File: config.mk
export PLATFORM = sky130hd
export DESIGN_NAME = mat_operand_loader_flat
export DESIGN_NICKNAME = d
export VERILOG_FILES = /design/src/rtl/mat_operand_loader_if.sv /design/src/rtl/mat_operand_loader.sv /design/src/flat_wrapper.sv
export SDC_FILE = /design/constraint.sdc
export NUM_CORES = 1
export LEC_CHECK = 0
export BUFFER_PORTS_ARGS = -buffer_cell sky130_fd_sc_hd__buf_2
export CORE_ASPECT_RATIO = 0.9
export CORE_MARGIN = 2
export CORE_UTILIZATION = 53
export CTS_CLUSTER_DIAMETER = 40
export CTS_CLUSTER_SIZE = 40
export DETAILED_ROUTE_END_ITERATION = 10
export PLACE_DENSITY = 0.86
export SKIP_CTS_REPAIR_TIMING = 1
export SKIP_LAST_GASP = 1
export SYNTH_ARGS = -nofsm -noshare
export SYNTH_HDL_FRONTEND = slang
export SYNTH_SLANG_ARGS = --single-unit
File: constraint.sdc
create_clock -name clk -period 3.5 [get_ports clk]
set_clock_uncertainty 0.1 [all_clocks]
set_input_delay 0.525 -clock clk [delete_from_list [all_inputs] [get_ports clk]]
set_output_delay 0.525 -clock clk [all_outputs]
set_load 0.01 [all_outputs]
File: src/rtl/mat_operand_loader_if.sv
// mat_operand_loader_if: element stream in, packed A/B operand buses and frame status out.
// Revision: 1.0
`default_nettype none

interface mat_operand_loader_if;
  logic [11:0]  in_data;
  logic         in_valid;
  logic         in_first;
  logic         in_ready;
  logic [119:0] A;
  logic [95:0]  B;
  logic         operands_valid;
  logic         c_capture;
  logic         frame_err;

  modport master (
    output in_data, in_valid, in_first,
    input  in_ready, A, B, operands_valid, c_capture, frame_err
  );

  modport slave (
    input  in_data, in_valid, in_first,
    output in_ready, A, B, operands_valid, c_capture, frame_err
  );
endinterface

`default_nettype wire

File: src/rtl/mat_operand_loader.sv
// mat_operand_loader: packs an 18-word element stream into the 5x2 A / 2x4 B multiplier buses.
// Optional macro MATLOAD_TRANSPOSE_B_EN: B stream arrives column-major. Revision: 1.0
`default_nettype none

module mat_operand_loader #(
  parameter int HOLD_CYCLES = 3
) (
  input  logic               clk,
  input  logic               rst_n,
  mat_operand_loader_if.slave bus
);

  typedef enum logic [1:0] {
    LOAD_A = 2'd0,
    LOAD_B = 2'd1,
    HOLD   = 2'd2
  } state_t;

  localparam logic [2:0] HOLD_LAST = 3'(HOLD_CYCLES - 1);

  state_t       state, state_next;
  logic [4:0]   idx, idx_next;
  logic [2:0]   hold_cnt, hold_next;
  logic         err_next, frame_err_q;
  logic [119:0] a_q;
  logic [95:0]  b_q;

  logic         ready;
  logic         accept;
  logic         resync;
  logic         a_we;
  logic         b_we;
  logic [3:0]   a_slot;
  logic [2:0]   b_m;
  logic [2:0]   b_slot;

  assign ready  = (state != HOLD);
  assign accept = bus.in_valid && ready;
  assign resync = accept && bus.in_first && (idx != 5'd0);
  assign a_we   = accept && (resync || (idx < 5'd10));
  assign b_we   = accept && !resync && (idx >= 5'd10);
  assign a_slot = resync ? 4'd0 : idx[3:0];

  // Indices 10..17 map to stream offsets 0..7 through their low three bits.
  assign b_m = idx[2:0] - 3'd2;

`ifdef MATLOAD_TRANSPOSE_B_EN
  // Offset m is row m%2, column m/2; row-major slot = row*4 + col.
  assign b_slot = {b_m[0], b_m[2:1]};
`else
  assign b_slot = b_m;
`endif

  always_ff @(posedge clk or negedge rst_n) begin
    if (!rst_n) begin
      state       <= LOAD_A;
      idx         <= 5'd0;
      hold_cnt    <= 3'd0;
      frame_err_q <= 1'b0;
    end else begin
      state       <= state_next;
      idx         <= idx_next;
      hold_cnt    <= hold_next;
      frame_err_q <= err_next;
    end
  end

  always_comb begin
    state_next = state;
    idx_next   = idx;
    hold_next  = hold_cnt;
    err_next   = 1'b0;
    case (state)
      LOAD_A, LOAD_B: begin
        if (resync) begin
          state_next = LOAD_A;
          idx_next   = 5'd1;
          err_next   = 1'b1;
        end else if (accept) begin
          if (idx == 5'd17) begin
            state_next = HOLD;
            hold_next  = 3'd0;
          end else begin
            idx_next = idx + 5'd1;
            if (idx == 5'd9) begin
              state_next = LOAD_B;
            end
          end
        end
      end
      HOLD: begin
        if (hold_cnt == HOLD_LAST) begin
          state_next = LOAD_A;
          idx_next   = 5'd0;
          hold_next  = 3'd0;
        end else begin
          hold_next = hold_cnt + 3'd1;
        end
      end
      default: begin
        state_next = LOAD_A;
        idx_next   = 5'd0;
        hold_next  = 3'd0;
      end
    endcase
  end

  always_ff @(posedge clk or negedge rst_n) begin
    if (!rst_n) begin
      a_q <= '0;
      b_q <= '0;
    end else begin
      for (int k = 0; k < 10; k++) begin
        if (a_we && (a_slot == 4'(k))) begin
          a_q[119-12*k -: 12] <= bus.in_data;
        end
      end
      for (int k = 0; k < 8; k++) begin
        if (b_we && (b_slot == 3'(k))) begin
          b_q[95-12*k -: 12] <= bus.in_data;
        end
      end
    end
  end

  assign bus.in_ready       = ready;
  assign bus.A              = a_q;
  assign bus.B              = b_q;
  assign bus.operands_valid = (state == HOLD);
  assign bus.c_capture      = (state == HOLD) && (hold_cnt == HOLD_LAST);
  assign bus.frame_err      = frame_err_q;

endmodule

`default_nettype wire

File: src/flat_wrapper.sv
// flat-port wrapper written by rule: the top's interface ports become plain ports
module mat_operand_loader_flat 
#(
  parameter int HOLD_CYCLES = 3
)
  (clk, rst_n, bus_in_data, bus_in_valid, bus_in_first, bus_in_ready, bus_A, bus_B, bus_operands_valid, bus_c_capture, bus_frame_err);
  mat_operand_loader_if bus_i ();
  input  logic clk;
  input  logic rst_n;
  input wire logic [$bits(bus_i.in_data)-1:0] bus_in_data;
  input wire logic [$bits(bus_i.in_valid)-1:0] bus_in_valid;
  input wire logic [$bits(bus_i.in_first)-1:0] bus_in_first;
  output wire logic [$bits(bus_i.in_ready)-1:0] bus_in_ready;
  output wire logic [$bits(bus_i.A)-1:0] bus_A;
  output wire logic [$bits(bus_i.B)-1:0] bus_B;
  output wire logic [$bits(bus_i.operands_valid)-1:0] bus_operands_valid;
  output wire logic [$bits(bus_i.c_capture)-1:0] bus_c_capture;
  output wire logic [$bits(bus_i.frame_err)-1:0] bus_frame_err;
  assign bus_i.in_data = bus_in_data;
  assign bus_i.in_valid = bus_in_valid;
  assign bus_i.in_first = bus_in_first;
  assign bus_in_ready = bus_i.in_ready;
  assign bus_A = bus_i.A;
  assign bus_B = bus_i.B;
  assign bus_operands_valid = bus_i.operands_valid;
  assign bus_c_capture = bus_i.c_capture;
  assign bus_frame_err = bus_i.frame_err;
  mat_operand_loader #(.HOLD_CYCLES(HOLD_CYCLES)) u_core (.clk(clk), .rst_n(rst_n), .bus(bus_i));
endmodule
==> results of run 1 <==
worst reg2reg max path, stage by stage, from the launching register on:
cell and delay, ps:
dfrtp_1 490, inv_1 260, ha_1 240, or4b_4 510, a32o_2 360, nor4b_4 250
buf_4 270, mux2_1 370
power breakdown:
part	switching, mW	internal (mW)	leakage, nW	total [mW]
clock	1.28	1.86	0.521	3.15
combinational	1.70	1.57	2.56	3.27
sequential	0.591	3.63	2.96	4.22
total	3.57	7.06	6.04	10.6
routing by layer:
layer	share of wire, %	routed length, um	up-vias
met2	50	11100	203
li1	-	-	2568
met1	42	9350	3009
met5	0	0	-
met3	5.8	1300	53
met4	3.1	703	0
cell type report:
cell class                      instances  area share (%)
Clock buffer                           33            6.90
Clock inverter                         23            2.36
Inverter                                5           0.163
Multi-Input combinational cell        309            27.2
Sequential cell                       227            49.4
Tap cell                              211            2.30
Timing Repair Buffer                  253            11.7
cell families after synthesis:
group,count (synthesis)
AO/OA/AOI/OAI,27
adder cells (fa/ha/maj),6
buffers and inverters,40
flip-flops,227
multiplexers,217
AND/OR/NAND/NOR,59
cells in the final DEF (no fill, tap or decap), types with 2 or more instances in the layout:
cell type / count
a21oi_1: 8
a31oi_1: 4
buf_12: 2
buf_2: 234
buf_4: 16
bufinv_16: 2
clkbuf_16: 31
clkinv_4: 2
clkinv_8: 3
dfrtp_1: 227
ha_1: 6
inv_1: 4
inv_6: 10
inv_8: 4
mux2_1: 41
mux2_2: 175
nand2_1: 16
nand2b_1: 6
nand3_1: 7
nor2_1: 3
nor2b_1: 2
nor3_1: 4
nor3_2: 4
nor3b_1: 2
nor4_2: 3
nor4b_4: 4
o21ai_0: 4
o22a_1: 2
o22ai_1: 2
flip-flops by register name, indices dropped and copies added, names as in the netlist:
register,count
u_core.bus.A,120
u_core.bus.frame_err,1
u_core.hold_cnt,3
u_core.bus.B,96
u_core.idx,5
u_core.state,2
stage by stage:
step,instance area [um2],hold WS [ps]
CTS,11500,21.9
global route,11500,52.1
finish,11500,-54.4
floorplan,8990,129
global placement,10400,363
detailed placement,10400,369
worst paths after layout:
check                                        to  slack (ps)
setup / recovery               u_core.bus.B[33]         550
hold / removal               u_core.hold_cnt[0]         -50
setup reg to reg               u_core.bus.B[33]         550
hold reg to reg                u_core.bus.B[28]         380
max in group asynchronous      u_core.bus.B[81]        2460
min in group clk           u_core.bus.frame_err         260
==> flow_metrics.env, run 1 <==
export IMPL_p_total_mw=10.6
export IMPL_portBuffers=235
export IMPL_first_pass_iters=4
export IMPL_grt_pass1_wl_um=35100
export IMPL_clk_latency_ps=530
export IMPL_powerDensity_mw_per_mm2=925
export IMPL_cap_violations=0
export IMPL_rr_startpoint="u_core.idx[0]"
export IMPL_place_inst=1005
export IMPL_p_leak_nw=6.04
export IMPL_crit_slowest_cell="or4b_4"
export IMPL_use_met1_pct=31.9
export IMPL_drv_slew=0
export IMPL_cp_arrival_ps=3270
export IMPL_grt_max_degree=122
export IMPL_hold_violations=19
export IMPL_track_usage_pct=25.1
export IMPL_synth_top_family_by_area="multiplexers"
export IMPL_max_slew_margin_pct=37.5
export IMPL_syn_to_final_growth_pct=27.9
export IMPL_ys_flop_type="dfrtp_1"
export IMPL_path_clk_slew_ps=70
export IMPL_startpoint="u_core.idx[0]"
export IMPL_yosysWarnings=0
export IMPL_min_path_type="in2async"
export IMPL_yosysMostFrequentCell="dfrtp_1"
export IMPL_cp_required_ps=3810
export IMPL_synth_seq_area_share_pct=63.2
export IMPL_fin_hold_ws_ps=-54.4
export IMPL_top_usage_layer="met2"
export IMPL_fin_nets=848
export IMPL_async_flop_share_pct=100
export IMPL_drt_wirelength_per_cell_um=21.2
export IMPL_initial_utilization_pct=53.8
export IMPL_fmax_mhz=339
export IMPL_setup_viol=0
export IMPL_seq_area_mm2=0.00568
export IMPL_rr_worst_depth=7
export IMPL_die_w_um=141
export IMPL_ioPinCount=236
export IMPL_worst_path_stages=7
export IMPL_start_kind="register"
export IMPL_dp_final_hpwl_um=15100
export IMPL_multiInputGateArea_mm2=0.00313
export IMPL_ys_top_cells_by_count="dfrtp_1 (227), mux2_2 (175), mux2_1 (41)"
export IMPL_synth_largest_area_cell="dfrtp_1"
export IMPL_violations="hold timing"
export IMPL_synth_xor_area_share_pct=0
export IMPL_critPathBufInv=2
export IMPL_drc=0
export IMPL_grt_overflow=0
export IMPL_synth_top_area_share_pct=63.2
export IMPL_crit_path_max_fanout=12
export IMPL_netlist_area_mm2=0.00899
export IMPL_final_setup_worst_slack_ps=546
export IMPL_cp_slowest_stage_delay_ps=510
export IMPL_ir_drop_uv=596
export IMPL_use_met2_pct=42.3
export IMPL_finish_utilization_pct=68.8
export IMPL_fp_row_count=45
export IMPL_synth_area_per_cell_um2=15.6
export IMPL_drt_total_wl_um=22500
export IMPL_synth_compound_area_share_pct=1.92
export IMPL_synth_distinct_cells=42
export IMPL_globalRouteMet3Util_pct=5.85
export IMPL_nFillCells=1138
export IMPL_cts_tree="yes"
export IMPL_vias=5833
export IMPL_worstSetupPathType="reg2reg"
export IMPL_die_h_um=128
export IMPL_crit_family="simple AND/OR/NAND/NOR gates"
export IMPL_layout_drive_gt1_share_pct=58.5
export IMPL_muxShareOfSynthArea_pct=27.2
export IMPL_worstMarginPinSlew_ps=938
export IMPL_synth_fa_ha_area_share_pct=0.835
export IMPL_ant_nets=0
export IMPL_dieArea_mm2=0.0180
export IMPL_rsz0062_at_grt="false"
export IMPL_drt_initial_drc_count=288
export IMPL_clock_sinks=227
export IMPL_viasPerCell=5.50
export IMPL_first_global_vias=6197
export IMPL_synth_fp_nets=598
export IMPL_fin_setup_tns_ps=0
export IMPL_root_buffer="clkbuf_16"
export IMPL_ys_seq_elements=227
export IMPL_path_cells="inv_1 > ha_1 > or4b_4 > a32o_2 > nor4b_4 > buf_4 > mux2_1"
export IMPL_ys_top_cells_by_area="dfrtp_1 (63%), mux2_2 (22%), mux2_1 (5.1%)"
export IMPL_syn_inst=576
export IMPL_antenna_found_initial=0
export IMPL_cts_buffer_depth=3
export IMPL_core_mm2=0.0167
export IMPL_htreeDepth=1
export IMPL_status="complete, but fails checks"
export IMPL_preCtsSetupSlack_ps=601
export IMPL_worstSetupEndpointType="register"
export IMPL_synthSimpleGateAreaFrac_pct=4.64
export IMPL_antenna_cells=0
export IMPL_period_share_pct=84.4
export IMPL_gp_congestion=0.854
export IMPL_stdcell_count=1061
export IMPL_cts_buffers=30
export IMPL_synth_edff_count=0
export IMPL_fin_crit_ps=2950
No activity file was read; power rests on OpenSTA's default activity.
==> run 2: changes to the inputs <==
--- a/config.mk
+++ b/config.mk
@@ -8,11 +8,11 @@
 export BUFFER_PORTS_ARGS = -buffer_cell sky130_fd_sc_hd__buf_2
 export CORE_ASPECT_RATIO = 0.9
 export CORE_MARGIN = 2
-export CORE_UTILIZATION = 53
+export CORE_UTILIZATION = 48
 export CTS_CLUSTER_DIAMETER = 40
 export CTS_CLUSTER_SIZE = 40
 export DETAILED_ROUTE_END_ITERATION = 10
-export PLACE_DENSITY = 0.86
+export PLACE_DENSITY = 0.83
 export SKIP_CTS_REPAIR_TIMING = 1
 export SKIP_LAST_GASP = 1
 export SYNTH_ARGS = -nofsm -noshare
==> constraint.sdc (replaced) <==
create_clock -name clk -period 2.7 [get_ports clk]
set_clock_uncertainty 0.1 [all_clocks]
set_input_delay 0.405 -clock clk [delete_from_list [all_inputs] [get_ports clk]]
set_output_delay 0.405 -clock clk [all_outputs]
set_load 0.01 [all_outputs]
==> run 2 against run 1 <==
  * Power rose by 26%
  * The flow now finishes without violations
  * Cell count is 3.7% higher
  * Sequential power is 28% higher
  * Fmax up 13%
  * Sequential share of layout area decreased by 0.15 points
  * Utilization is 5.9 points lower
  * Via count grew 0.67%
  * Worst setup slack lost 450 ps
  * Routed wire length increased by 0.43%
==> flow_metrics.env, run 2 (synthesis gave the netlist of run 1 again) <==
export IMPL_status="finished clean"
export IMPL_worstMarginPinSlew_ps=691
export IMPL_p_leak_nw=6.03
export IMPL_ioPinCount=236
export IMPL_fin_crit_ps=2610
export IMPL_fmax_mhz=384
export IMPL_first_global_vias=6111
export IMPL_p_total_mw=13.4
export IMPL_worstSetupPathType="reg2reg"
export IMPL_antenna_found_initial=0
export IMPL_period_share_pct=96.5
export IMPL_fin_hold_ws_ps=87.0
export IMPL_hold_depth=3
export IMPL_clock_sinks=227
export IMPL_crit_path_max_fanout=12
export IMPL_stdcell_count=1100
export IMPL_antenna_cells=0
export IMPL_ff2ff_setup_slack_ps=90
export IMPL_cp_required_ps=3000
export IMPL_die_h_um=134
export IMPL_crit_slowest_cell="or4b_4"
export IMPL_die_w_um=148
export IMPL_worstSetupEndpointType="register"
export IMPL_vias=5872
export IMPL_cp_arrival_ps=2910
export IMPL_fin_setup_tns_ps=0
export IMPL_cts_tree="yes"
export IMPL_largest_register_ff_count=120
export IMPL_min_path_type="in2reg"
export IMPL_place_inst=1049
export IMPL_syn_to_final_growth_pct=28.3
export IMPL_hold_violations=0
export IMPL_htreeDepth=1
export IMPL_initial_utilization_pct=49.0
export IMPL_cap_violations=0
export IMPL_rr_worst_depth=7
export IMPL_gp_congestion=0.946
export IMPL_critPathBufInv=2
export IMPL_viasPerCell=5.34
export IMPL_grt_max_degree=66
export IMPL_start_kind="register"
export IMPL_grt_overflow=0
export IMPL_drt_total_wl_um=22600
export IMPL_cp_slowest_stage_delay_ps=510
export IMPL_crit_family="simple AND/OR/NAND/NOR gates"
export IMPL_path_clk_slew_ps=70
export IMPL_max_slew_margin_pct=53.3
export IMPL_powerDensity_mw_per_mm2=1160
export IMPL_layout_commonest_cell="buf_2"
export IMPL_path_cells="inv_1 > ha_1 > or4b_4 > a32o_2 > nor4b_4 > buf_4 > mux2_1"
export IMPL_fp_row_count=47
export IMPL_dp_final_hpwl_um=15600
export IMPL_cts_buffers=27
export IMPL_cts_buffer_depth=3
export IMPL_portBuffers=235
export IMPL_dieArea_mm2=0.0198
export IMPL_ant_nets=0
export IMPL_drt_wirelength_per_cell_um=20.5
export IMPL_core_mm2=0.0183
export IMPL_rsz0062_at_grt="false"
export IMPL_drv_slew=0
export IMPL_mostFrequentLayoutCells="buf_2 (234), dfrtp_1 (227), mux2_2 (175)"
export IMPL_grt_pass1_wl_um=35100
export IMPL_drt_initial_drc_count=239
export IMPL_fin_nets=856
export IMPL_drc=0
export IMPL_clk_latency_ps=520
export IMPL_first_pass_iters=4
export IMPL_layout_drive_gt1_share_pct=58.4
export IMPL_worst_path_stages=7
export IMPL_track_usage_pct=22.8
export IMPL_root_buffer="clkbuf_16"
export IMPL_ir_drop_uv=658
export IMPL_setup_viol=0
-- run 2: cell types whose count changed in the layout (fill, tap and decap cells not counted), sizes merged --
cell / change
inv: -6
clkbuf: -2
clkinvlp: +2
buf: +10
dlygate4sd3: +1
-- run 2: through the flow --
step	utilization, %	setup WS, ps	area (um2)
2_1_floorplan	-	44.9	8990
3_3_place_gp	57.8	179	10600
3_5_place_dp	57.8	122	10600
4_1_cts	62.8	93.2	11500
5_1_grt	62.9	8.97	11500
6_report	62.9	94.9	11500
-- run 2: layout make-up --
type                       count  area (um2)
clock inverter                19         221
tap                          245         307
sequential                   227        5680
clock buffer                  31         701
fill                        1419        6810
multi-input combinational    309        3130
timing repair buffer         264        1480
inverter                       5        18.8
-- run 2: routing by layer --
metal,track usage (%),vias up,part of all wire [%],wire [um]
met3,5.37,34,6.7,1510
met1,30.2,3047,42,9390
met2,38.3,200,49,11200
met4,5.98,0,2.2,501
met5,0,-,0,0
li1,-,2591,-,-
-- run 2: where the power goes --
part / internal, mW / leakage [nW] / switching [mW]
clock: 2.13 / 0.446 / 1.53
sequential: 4.70 / 2.96 / 0.692
combinational: 2.10 / 2.62 / 2.24
total: 8.93 / 6.03 / 4.47
-- run 2: worst paths after layout --
check,startpoint,to
max,u_core.idx[1],u_core.bus.B[28]
min,bus_in_first,u_core.bus.frame_err
max reg2reg,u_core.idx[1],u_core.bus.B[28]
min reg2reg,u_core.bus.B[38],u_core.bus.B[38]
max in group asynchronous,rst_n,u_core.bus.A[27]
min in group asynchronous,rst_n,u_core.bus.A[0]
-- run 2: tightest hold or removal path: stages --
cell	delay, ps
buf_2	140
nand2_1	80
nor2_1	40
